`src/rtl/puf_pkg.sv`:
```
// rtl/puf_pkg.sv - shared FSM state type and default LFSR polynomial for the PUF challenge controller
package puf_pkg;

  typedef enum logic [2:0] {
    IDLE,
    ARM,
    LAUNCH,
    SAMPLE,
    DONE
  } state_t;

  localparam logic [3:0] POLY_DEFAULT = 4'hC;

endpackage

```
`src/rtl/sync_2ff.sv`:
```
// rtl/sync_2ff.sv - two-flop synchronizer for a single asynchronous bit
module sync_2ff (
  input  logic clk,
  input  logic reset_n,
  input  logic d,
  output logic q
);

  logic meta;

  // Shift the asynchronous input through two flops before anyone uses it
  always_ff @(posedge clk or negedge reset_n) begin
    if (!reset_n) begin
      meta <= 1'b0;
      q    <= 1'b0;
    end else begin
      meta <= d;
      q    <= meta;
    end
  end

endmodule

```
`src/rtl/puf_challenge_ctrl.sv`:
```
// rtl/puf_challenge_ctrl.sv - arbiter PUF challenge sequencer collecting one R-bit response word
module puf_challenge_ctrl
  import puf_pkg::*;
#(
  parameter int             N      = 4,
  parameter int             R      = 8,
  parameter int             SETTLE = 4,
  parameter logic [N-1:0]   POLY   = N'(POLY_DEFAULT)
) (
  input  logic         clk,
  input  logic         reset_n,
  input  logic         start,
  input  logic [N-1:0] seed,
  input  logic         puf_resp,
  input  logic         resp_ready,
  output logic [N-1:0] puf_sel,
  output logic         puf_launch,
  output logic         puf_arb_reset,
  output logic         busy,
  output logic [R-1:0] resp_data,
  output logic         resp_valid
);

  // LAUNCH covers SETTLE cycles plus the two synchronizer stages
  localparam int LAUNCH_CYC = SETTLE + 2;
  localparam int SCW        = (LAUNCH_CYC > 1) ? $clog2(LAUNCH_CYC) : 1;
  localparam int BW         = (R > 1) ? $clog2(R) : 1;

  state_t         state;
  state_t         next_state;
  logic [N-1:0]   chal;
  logic [BW-1:0]  bit_cnt;
  logic [SCW-1:0] settle_cnt;
  logic           resp_sync;

  assign puf_sel = chal;

  sync_2ff u_sync (
    .clk     (clk),
    .reset_n (reset_n),
    .d       (puf_resp),
    .q       (resp_sync)
  );

  // State register
  always_ff @(posedge clk or negedge reset_n) begin
    if (!reset_n) begin
      state <= IDLE;
    end else begin
      state <= next_state;
    end
  end

  // Next-state decode and arbiter-facing control outputs
  always_comb begin
    next_state    = state;
    puf_launch    = 1'b0;
    puf_arb_reset = 1'b0;
    busy          = 1'b1;
    case (state)
      IDLE: begin
        busy = 1'b0;
        if (start) next_state = ARM;
      end
      ARM: begin
        puf_arb_reset = 1'b1;
        next_state    = LAUNCH;
      end
      LAUNCH: begin
        puf_launch = 1'b1;
        if (settle_cnt == SCW'(LAUNCH_CYC - 1)) next_state = SAMPLE;
      end
      SAMPLE: begin
        next_state = (bit_cnt == BW'(R - 1)) ? DONE : ARM;
      end
      DONE: begin
        if (resp_valid && resp_ready) next_state = IDLE;
      end
      default: next_state = IDLE;
    endcase
  end

  // Challenge, counters and response word; the challenge only moves when the
  // launch line is low so the arbiter path is never reconfigured mid-race
  always_ff @(posedge clk or negedge reset_n) begin
    if (!reset_n) begin
      chal       <= '0;
      bit_cnt    <= '0;
      settle_cnt <= '0;
      resp_data  <= '0;
      resp_valid <= 1'b0;
    end else begin
      case (state)
        IDLE: begin
          if (start) begin
            chal      <= (seed == '0) ? '1 : seed;
            bit_cnt   <= '0;
            resp_data <= '0;
          end
        end
        ARM: settle_cnt <= '0;
        LAUNCH: settle_cnt <= settle_cnt + SCW'(1);
        SAMPLE: begin
          resp_data[bit_cnt] <= resp_sync;
          if (bit_cnt != BW'(R - 1)) begin
            bit_cnt <= bit_cnt + BW'(1);
            chal    <= (chal >> 1) ^ (chal[0] ? POLY : '0);
          end
        end
        default: ;
      endcase
      // Valid is a flop that rises on the second DONE cycle and drops with the handshake
      resp_valid <= (state == DONE) && (next_state == DONE);
    end
  end

endmodule

```
`config.mk`:
```
export PLATFORM = sky130hd
export DESIGN_NAME = puf_challenge_ctrl
export DESIGN_NICKNAME = d
export VERILOG_FILES = /design/src/rtl/puf_pkg.sv /design/src/rtl/sync_2ff.sv /design/src/rtl/puf_challenge_ctrl.sv
export SDC_FILE = /design/constraint.sdc
export NUM_CORES = 1
export LEC_CHECK = 0
export BUFFER_PORTS_ARGS = -buffer_cell sky130_fd_sc_hd__buf_2
export CORE_ASPECT_RATIO = 1.4
export CORE_MARGIN = 1
export CORE_UTILIZATION = 50
export CTS_BUF_LIST = sky130_fd_sc_hd__clkbuf_8
export DETAILED_ROUTE_END_ITERATION = 10
export GPL_TIMING_DRIVEN = 0
export PLACE_DENSITY = 0.73
export SYNTH_ARGS = -nofsm -noshare
export SYNTH_HDL_FRONTEND = slang
export SYNTH_SLANG_ARGS = --single-unit
export TNS_END_PERCENT = 50
```
`constraint.sdc`:
```
create_clock -name clk -period 2.1 [get_ports clk]
set_input_delay 0.105 -clock clk [delete_from_list [all_inputs] [get_ports clk]]
set_output_delay 0.105 -clock clk [all_outputs]
set_load 0.005 [all_outputs]
```
==> results of run 1 <==
## sequential cells by signal (all words and copies together) (netlist names)
signal,flops
bit_cnt,3
puf_sel,4
resp_data,8
resp_valid,1
settle_cnt,3
state,3
u_sync.meta,1
u_sync.q,1
## power groups by stage
stage	registers [uW]	logic (uW)	clock network, uW
floorplan	691	560	0
global placement	689	775	0
detailed placement	699	800	0
CTS	689	811	323
global route	703	895	343
finish	687	802	316
## cell type report
type	count	area [um2]	share of cell area
Multi-Input combinational cell	83	589.3	0.3886
Inverter	14	52.55	0.03465
Buffer	9	36.28	0.02393
Timing Repair Buffer	26	140.1	0.09241
Sequential cell	24	600.6	0.3960
Tap cell	34	42.54	0.02805
Clock buffer	4	55.05	0.03630
## synth_stat cells (all sizes together), types with 2 or more instances
| cell | n |
|---|---|
| a211o | 2 |
| a21oi | 2 |
| buf | 2 |
| clkbuf | 7 |
| dfrtp | 24 |
| ha | 4 |
| inv | 14 |
| mux2i | 2 |
| nand2 | 8 |
| nand3 | 7 |
| nand4 | 4 |
| nor2 | 7 |
| nor3 | 5 |
| nor3b | 2 |
| o211ai | 8 |
| o21ai | 3 |
| o311ai | 4 |
| o31ai | 4 |
| or3 | 3 |
| or3b | 2 |
## stage by stage
stage	power [uW]	hold slack (ns)	utilization	cells
6_report	1805	0.05124	0.6273	194
5_1_grt	1942	0.08827	0.6273	194
4_1_cts	1823	0.05021	0.6273	194
3_5_place_dp	1499	0.1155	0.5963	188
3_3_place_gp	1464	0.1140	0.5963	188
2_1_floorplan	1251	-0.1906	-	130
## final timing paths
kind                                  start       endpoint  cells after the start
worst max-delay path             bit_cnt[0]     puf_sel[1]                      5
worst min-delay path             resp_ready     resp_valid                      2
worst max register to register   bit_cnt[0]     puf_sel[1]                      5
worst min register to register  u_sync.meta       u_sync.q                      0
max in group asynchronous           reset_n  settle_cnt[2]                      2
min in group asynchronous           reset_n   resp_data[6]                      2
## routing by layer
layer	routed length (um)	global-route usage	share of wire	vias to the layer above
li1	-	-	-	529
met1	1046	0.2159	0.41	516
met2	1365	0.3550	0.54	24
met3	63	0.02601	0.025	5
met4	62	0.1212	0.024	0
met5	0	0	0	-
## placed cells by master (no fill, tap or decap), types with 2 or more instances in the layout
cell type      synthesis  final
or3_1                  3      3
o21ai_0                3      3
o31ai_2                4      4
o311ai_0               4      4
nand3_1                7      7
mux2i_1                2      2
nor2_1                 7      7
dlygate4sd3_1          0      2
buf_2                  2     26
a211o_1                2      2
nor3_1                 5      5
o211ai_1               8      8
ha_1                   4      4
nand4_1                4      4
inv_1                 14     14
or3b_1                 2      2
clkbuf_8               0      4
clkbuf_1               7      7
nor3b_1                2      2
dfrtp_1               24     24
nand2_1                8      8
## logic make-up (layout without fill, tap and decap cells)
| family | Yosys count | count (layout) | share of synthesized area |
|---|---|---|---|
| xor gates and xnor gates | 1 | 1 | 0.006851 |
| muxes | 3 | 3 | 0.02446 |
| adders and majority gates | 4 | 4 | 0.03914 |
| DFF | 24 | 24 | 0.4697 |
| AOI/OAI and AO/OA | 27 | 27 | 0.1732 |
| and+or+nand+nor | 48 | 48 | 0.2172 |
| buffers and inverters | 23 | 53 | 0.06948 |
## what timing repair did
item,in CTS,in global routing
resized for setup,0,0
endpoints found under the hold margin,25,0
buffers inserted,0,0
hold buffers,2,0
setup endpoints to repair,0,0
==> flow_summary.ini, run 1 <==
[status]
outcome = finished, final reports clean

[synth]
avgSynthCellArea_um2 = 9.836
synth-seq-cells = 24
synth-main-ff-cell = dfrtp_1
ys_top_cells_by_area = dfrtp_1 (47%), o211ai_1 (4.7%), inv_1 (4.1%)
syn-num-nets = 143
yosysSeqAreaShare = 0.4697
netlist.top_cell.by_area = dfrtp_1
synth-edff-count = 0
yosys.area.top_type_share = 0.4697
yosys_warnings = 0
async_reset_ff_frac = 1.000
syn_inst = 130
synth.distinct_cells = 37
netlist_area_um2 = 1279

[setup_path]
crit_buf_inv = 0
cp.arrival_ns = 1.94
start_kind = flop
crit_family = simple AND/OR/NAND/NOR gates
cp_cell_sequence = ha_1, ha_1, nand4bb_1, and2_4, o31ai_2
critical_path_class = flop to flop
crit_path_frequent_cell = ha_1
cp_slowest_stage_delay_ns = 0.39
critPathRequiredTime_ns = 2.28
crit_fanout = 6
cp_slowest_cell = dfrtp_1
endpoint_kind = flop
r2r_setup_slack_ns = 0.34

[final_layout]
nFillCells = 214
drive_gt1_frac = 0.2250
antenna_cells = 0
final_nets = 174
areaGrowthSynthToFinish_pct = 18.59
final_area_um2 = 1516

[clock_tree]
cts_tree = built
clk_pin_slew_ns = 0.08
root_buffer = clkbuf_8
clock_sinks = 24
max-clock-path-buffers = 2
cts_made_buffers = 3
htree_levels = 1
clk_latency_ns = 0.27

[grt]
antenna_found_initial = 0
grt_usage = 0.1964
grt-ovfl-total = 0
grt_max_degree = 25
grt_pass1_wl_um = 3864
grt_pass1_vias = 958

[pwr]
p_comb_frac = 0.444
powerDensity_nw_per_um2 = 1190
p_sw_uw = 703.4
internal-power_uw = 1102
ir_worst_vdd_uv = 822.5
switching_share = 0.3896
static-leakage-power_uw = 0.0007050
seqPwrFrac = 0.381
pwr-share-clk = 0.175

[sta]
period_share = 0.8365
hold_viol_final = 0
fin_ws_ns = 0.3434
grt_setup_unrepaired = false
final.min_clock_period_ns = 1.757
setup_tns_ns = 0
clock.fmax_mhz = 569.3
slew_headroom = 0.6317
drv_slew = 0
worst_slew_pin_slew_ns = 0.5474
setup_violations = 0
fin_skew_ns = 0.001867

[job]
maxCapViolCount = 0

[detailed_routing]
finalWirelength_um = 2537
vias = 1074
firstDrtPassIters = 4
drc = 0
drt-initial-drc-count = 27
vias_per_cell = 5.536
antenna_left = 0
wl_per_cell_um = 13.08

[placement]
place_area_um2 = 1441
dp_hpwl_um = 1881
numPortBuffers = 24
dp_slack_ns = 0.3658
gp_congestion = 0.7575

[floorplan]
ios = 25
initial_core_util = 0.5290
fp.coreArea_um2 = 2417
chipWidth_um = 44.74
dieArea_um2 = 2767
fp.dieH_um = 61.84
num_rows = 21

[worst_hold_path]
min_path_type = primary input to flop
Power figures use the tool's default switching activity.
==> inputs of run 2 (changes only) <==
- PLACE_DENSITY: 0.73 -> 0.76
- clock period: 2.1 -> 1.59 ns (I/O delays scaled with it)
==> run 2 against run 1 <==
Wire length rose by 7.9%. Global-route usage increased by 1.6 points. Total power up 44%. Worst setup slack lost 0.32 ns. Cell area rose by 7.2%. Clock skew grew 0.0015 ns. Via count grew 2.8%. Register-to-register slack worse by 0.32 ns. Count of clock-buffer cells in the layout is 1 lower. Die area did not move. First-iteration DRC count increased by 30%. Critical path type unchanged.
==> flow_summary.ini, run 2 (synthesis results as in run 1) <==
[clock_tree]
max-clock-path-buffers = 2
clock_sinks = 24
clk_pin_slew_ns = 0.08
cts_tree = built
root_buffer = clkbuf_8
htree_levels = 1
clk_latency_ns = 0.27
cts_made_buffers = 3

[final_layout]
final_area_um2 = 1625
largest_reg_flops = 8
regMostFlops = resp_data
seqCellArea_um2 = 600.6
mostFrequentLayoutCell = buf_2
areaGrowthSynthToFinish_pct = 27.10
final_nets = 177
multi_input_area_um2 = 663.1
finish.utilization = 0.6724
final_cell_mix = buf_2 (26), dfrtp_1 (24), inv_1 (14), nand2_1 (8), o211ai_1 (8)
drive_gt1_frac = 0.3148
nFillCells = 209
antenna_cells = 0

[setup_path]
crit_fanout = 6
cp.depth = 4
crit_family = simple AND/OR/NAND/NOR gates
crit_end = puf_sel[0]
crit_buf_inv = 1
startpoint = state[1]
cp.arrival_ns = 1.75
start_kind = flop
critical_path_class = flop to flop
r2r_start = state[1]
endpoint_kind = flop
critPathRequiredTime_ns = 1.77
worstReg2RegEnd = puf_sel[0]
cp_cell_sequence = or4b_4, buf_6, and2_4, o31ai_4
cp_slowest_stage_delay_ns = 0.52
r2r_setup_slack_ns = 0.03
r2r_cells = 4
cp_slowest_cell = or4b_4

[pwr]
powerDensity_nw_per_um2 = 1600
ir_worst_vdd_uv = 1037
static-leakage-power_uw = 0.0007434

[sta]
clock.fmax_mhz = 639.5
fin_skew_ns = 0.003395
fin_ws_ns = 0.02626
worst_slew_pin_slew_ns = 0.5815
drv_slew = 0
grt_setup_unrepaired = true
whs_ns = 0.04264
period_share = 0.9835
hold_viol_final = 0
final.min_clock_period_ns = 1.564
slew_headroom = 0.6023
setup_violations = 0

[detailed_routing]
finalWirelength_um = 2737
drt-initial-drc-count = 35
vias_per_cell = 5.633
wl_per_cell_um = 13.96
drc = 0
vias = 1104
antenna_left = 0
firstDrtPassIters = 4

[placement]
dp_slack_ns = -0.1517
gp_congestion = 0.7586
place_area_um2 = 1441
dp_hpwl_um = 1844
numPortBuffers = 24

[floorplan]
ios = 25
dieArea_um2 = 2767
num_rows = 21
chipWidth_um = 44.74
fp.dieH_um = 61.84
fp.coreArea_um2 = 2417
initial_core_util = 0.5290

[grt]
grt_max_degree = 25
grt-ovfl-total = 0
grt_usage = 0.2123
grt_pass1_vias = 1008
antenna_found_initial = 0
grt_pass1_wl_um = 4236

[worst_hold_path]
min_path_type = primary input to flop

[status]
outcome = finished, final reports clean

[job]
maxCapViolCount = 0
## run 2: cell types whose count changed in the layout (fill, tap and decap cells not counted), moves of 2 or more
cell / previous run / this run
ha_1: 4 / 2
buf_6: 0 / 2
o31ai_4: 0 / 3
or3b_1: 2 / 0
or3b_4: 0 / 2
o31ai_2: 4 / 1
buf_4: 0 / 5
clkbuf_1: 7 / 0
clkbuf_2: 0 / 3
## run 2: final cells by class
| type | instances | area share |
|---|---|---|
| multi-input cells | 83 | 0.4080 |
| flip-flops and latches | 24 | 0.3695 |
| repair buffers | 31 | 0.1093 |
| inverters | 14 | 0.03233 |
| plain buffers | 7 | 0.02925 |
| well taps | 34 | 0.02617 |
| clock buffers | 3 | 0.02540 |
## run 2: metrics by stage
step | cells | power, uW | TNS (ns)
2_1_floorplan | 130 | 1653 | 0
3_3_place_gp | 188 | 1930 | -0.4823
3_5_place_dp | 188 | 1974 | -1.032
4_1_cts | 193 | 2469 | -0.001835
5_1_grt | 196 | 2794 | -0.07810
6_report | 196 | 2601 | 0
## run 2: per-layer routing
metal  up-vias  wire [um]  GRT usage
met2        25       1461     0.3761
met3         4         74   0.008671
met1       542       1149     0.2514
met4         0         52     0.1342
li1        533          -          -
met5         -          0          0
## run 2: where the power goes
group | internal, uW | leakage [uW] | total, uW | switching [uW]
sequential | 787 | 0.000314 | 925 | 138
clock | 170 | 0.0000216 | 353 | 184
combinational | 620 | 0.000408 | 1320 | 702
## run 2: worst min-delay path by stage
| stage | start | end | slack [ns] | cells after the start |
|---|---|---|---|---|
| finish | resp_ready | resp_valid | 0.04 | 2 |
| detailed placement | reset_n | resp_data[2] | 0.09 | 1 |
| CTS | resp_ready | resp_valid | 0.04 | 2 |
| floorplan | reset_n | bit_cnt[0] | -0.22 | 0 |
| global placement | reset_n | resp_data[2] | 0.09 | 1 |
| global route | resp_ready | resp_valid | 0.05 | 2 |
## run 2: what timing repair did
action / CTS / global route
pin swaps: 3 / 6
buffers inserted: 0 / 5
endpoints found under the hold margin: 25 / 0
hold buffers: 2 / 0
resized for setup: 13 / 13
endpoints found under the setup margin: 12 / 16
==> inputs of run 3 (changes only) <==
- BUFFER_PORTS_ARGS: -buffer_cell sky130_fd_sc_hd__buf_2 -> -buffer_cell sky130_fd_sc_hd__clkbuf_2
- PLACE_DENSITY: 0.76 -> 0.73
- clock period: 1.59 -> 1.51 ns (I/O delays scaled with it)
==> run 3 against run 2 <==
The flow now finishes with violations (hold timing, setup timing). Combinational power up 15%. Via count increased by 5.3%. First-iteration DRC count up 26%. Global-route usage rose by 2.6 points. Largest cell class unchanged.
==> flow_summary.ini, run 3 (synthesis results as in run 1) <==
[floorplan]
ios = 25
num_rows = 21
initial_core_util = 0.5290
chipWidth_um = 44.74
fp.dieH_um = 61.84
fp.coreArea_um2 = 2417
dieArea_um2 = 2767

[clock_tree]
clk_latency_ns = 0.27
clk_pin_slew_ns = 0.08
clock_sinks = 24
root_buffer = clkbuf_8
htree_levels = 1
max-clock-path-buffers = 2
cts_tree = built
cts_made_buffers = 3

[setup_path]
start_kind = flop
cp_slowest_cell = dfrtp_1
crit_buf_inv = 1
critPathRequiredTime_ns = 1.64
critical_path_class = flop to flop
crit_family = compound AO/OA/AOI/OAI gates
endpoint_kind = flop
crit_fanout = 8
cp_cell_sequence = buf_8, or3b_4, a21oi_4, o211ai_1
cp_slowest_stage_delay_ns = 0.42
cp.arrival_ns = 1.65

[sta]
period_share = 1.008
worst_slew_pin_slew_ns = 0.6415
fin_skew_ns = 0.002377
setup_violations = 2
drv_slew = 0
final.min_clock_period_ns = 1.522
whs_ns = -0.004312
slew_headroom = 0.5684
clock.fmax_mhz = 656.8
fin_ws_ns = -0.01248
hold_viol_final = 1
grt_setup_unrepaired = true

[detailed_routing]
drt-initial-drc-count = 44
vias = 1163
vias_per_cell = 5.786
finalWirelength_um = 3044
firstDrtPassIters = 4
wl_per_cell_um = 15.14
drc = 0
antenna_left = 0

[status]
violations = hold timing, setup timing
outcome = finished, violations left

[pwr]
ir_worst_vdd_uv = 1098
static-leakage-power_uw = 0.0007781
powerDensity_nw_per_um2 = 1772

[final_layout]
regMostFlops = resp_data
areaGrowthSynthToFinish_pct = 34.93
antenna_cells = 0
final_area_um2 = 1725
mostFrequentLayoutCell = clkbuf_2
final_cell_mix = clkbuf_2 (27), dfrtp_1 (24), inv_1 (13), buf_4 (10), o211ai_1 (8)
drive_gt1_frac = 0.3832
finish.utilization = 0.7138
final_nets = 181
largest_reg_flops = 8

[grt]
grt_pass1_vias = 1070
grt_max_degree = 25
antenna_found_initial = 0
grt_pass1_wl_um = 4781
grt_usage = 0.2380
grt-ovfl-total = 0

[placement]
place_area_um2 = 1458
numPortBuffers = 24
gp_congestion = 0.7709
dp_hpwl_um = 1874
dp_slack_ns = -0.2016

[job]
maxCapViolCount = 0

[worst_hold_path]
min_path_type = primary input to flop
==> run 3: metrics by stage <==
stage | instances | setup TNS [ns] | total power, uW
CTS | 196 | -0.02305 | 2896
detailed placement | 188 | -1.859 | 2109
finish | 201 | -0.01294 | 3058
global route | 201 | -0.2872 | 3250
floorplan | 130 | 0 | 1764
global placement | 188 | -1.409 | 2067
==> run 3: path summary, 6_finish.rpt <==
path                           endpoint  slack [ns]         from  cells after the start
max                        resp_data[7]       -0.01     state[0]                      4
max reg2reg                resp_data[7]       -0.01     state[0]                      4
max in group asynchronous      state[1]        0.78      reset_n                      2
min                          resp_valid      -0.004   resp_ready                      2
min reg2reg                    u_sync.q        0.36  u_sync.meta                      0
min in group asynchronous  resp_data[4]        0.34      reset_n                      2
==> run 3: repair_timing <==
item / in CTS / in global routing
setup endpoints to repair: 19 / 19
pin swaps: 7 / 13
gates resized for setup: 20 / 16
buffers inserted: 3 / 7
endpoints found under the hold margin: 25 / 0
hold buffers: 2 / 0
==> run 3: report_power, final <==
group | total (uW) | internal [uW] | switching [uW]
Sequential | 978 | 829 | 149
Clock | 564 | 355 | 209
Combinational | 1520 | 725 | 790
==> run 3: cell type report <==
| class | instances | area (um2) |
|---|---|---|
| repair buffers | 36 | 215.2 |
| plain buffers | 6 | 48.80 |
| flip-flops and latches | 24 | 600.6 |
| fillers | 197 | 691.9 |
| multi-input cells | 83 | 694.4 |
| clock buffers | 3 | 41.29 |
| well taps | 34 | 42.54 |
| inverters | 14 | 52.55 |
| clock inverters | 1 | 30.03 |
==> run 3: worst register-to-register path, delay by kind of cell, from the launching register on <==
family | cells | cell delay (ns)
DFF | 1 | 0.42
AOI/OAI and AO/OA | 2 | 0.45
and+or+nand+nor | 1 | 0.39
buffers and inverters | 1 | 0.14
==> run 3: metal layers <==
metal,vias to the layer above,part of all wire,global-route usage
li1,541,-,-
met1,574,0.41,0.2941
met2,43,0.54,0.4223
met3,5,0.037,0.02601
met4,0,0.0095,0.09524
met5,-,0,0
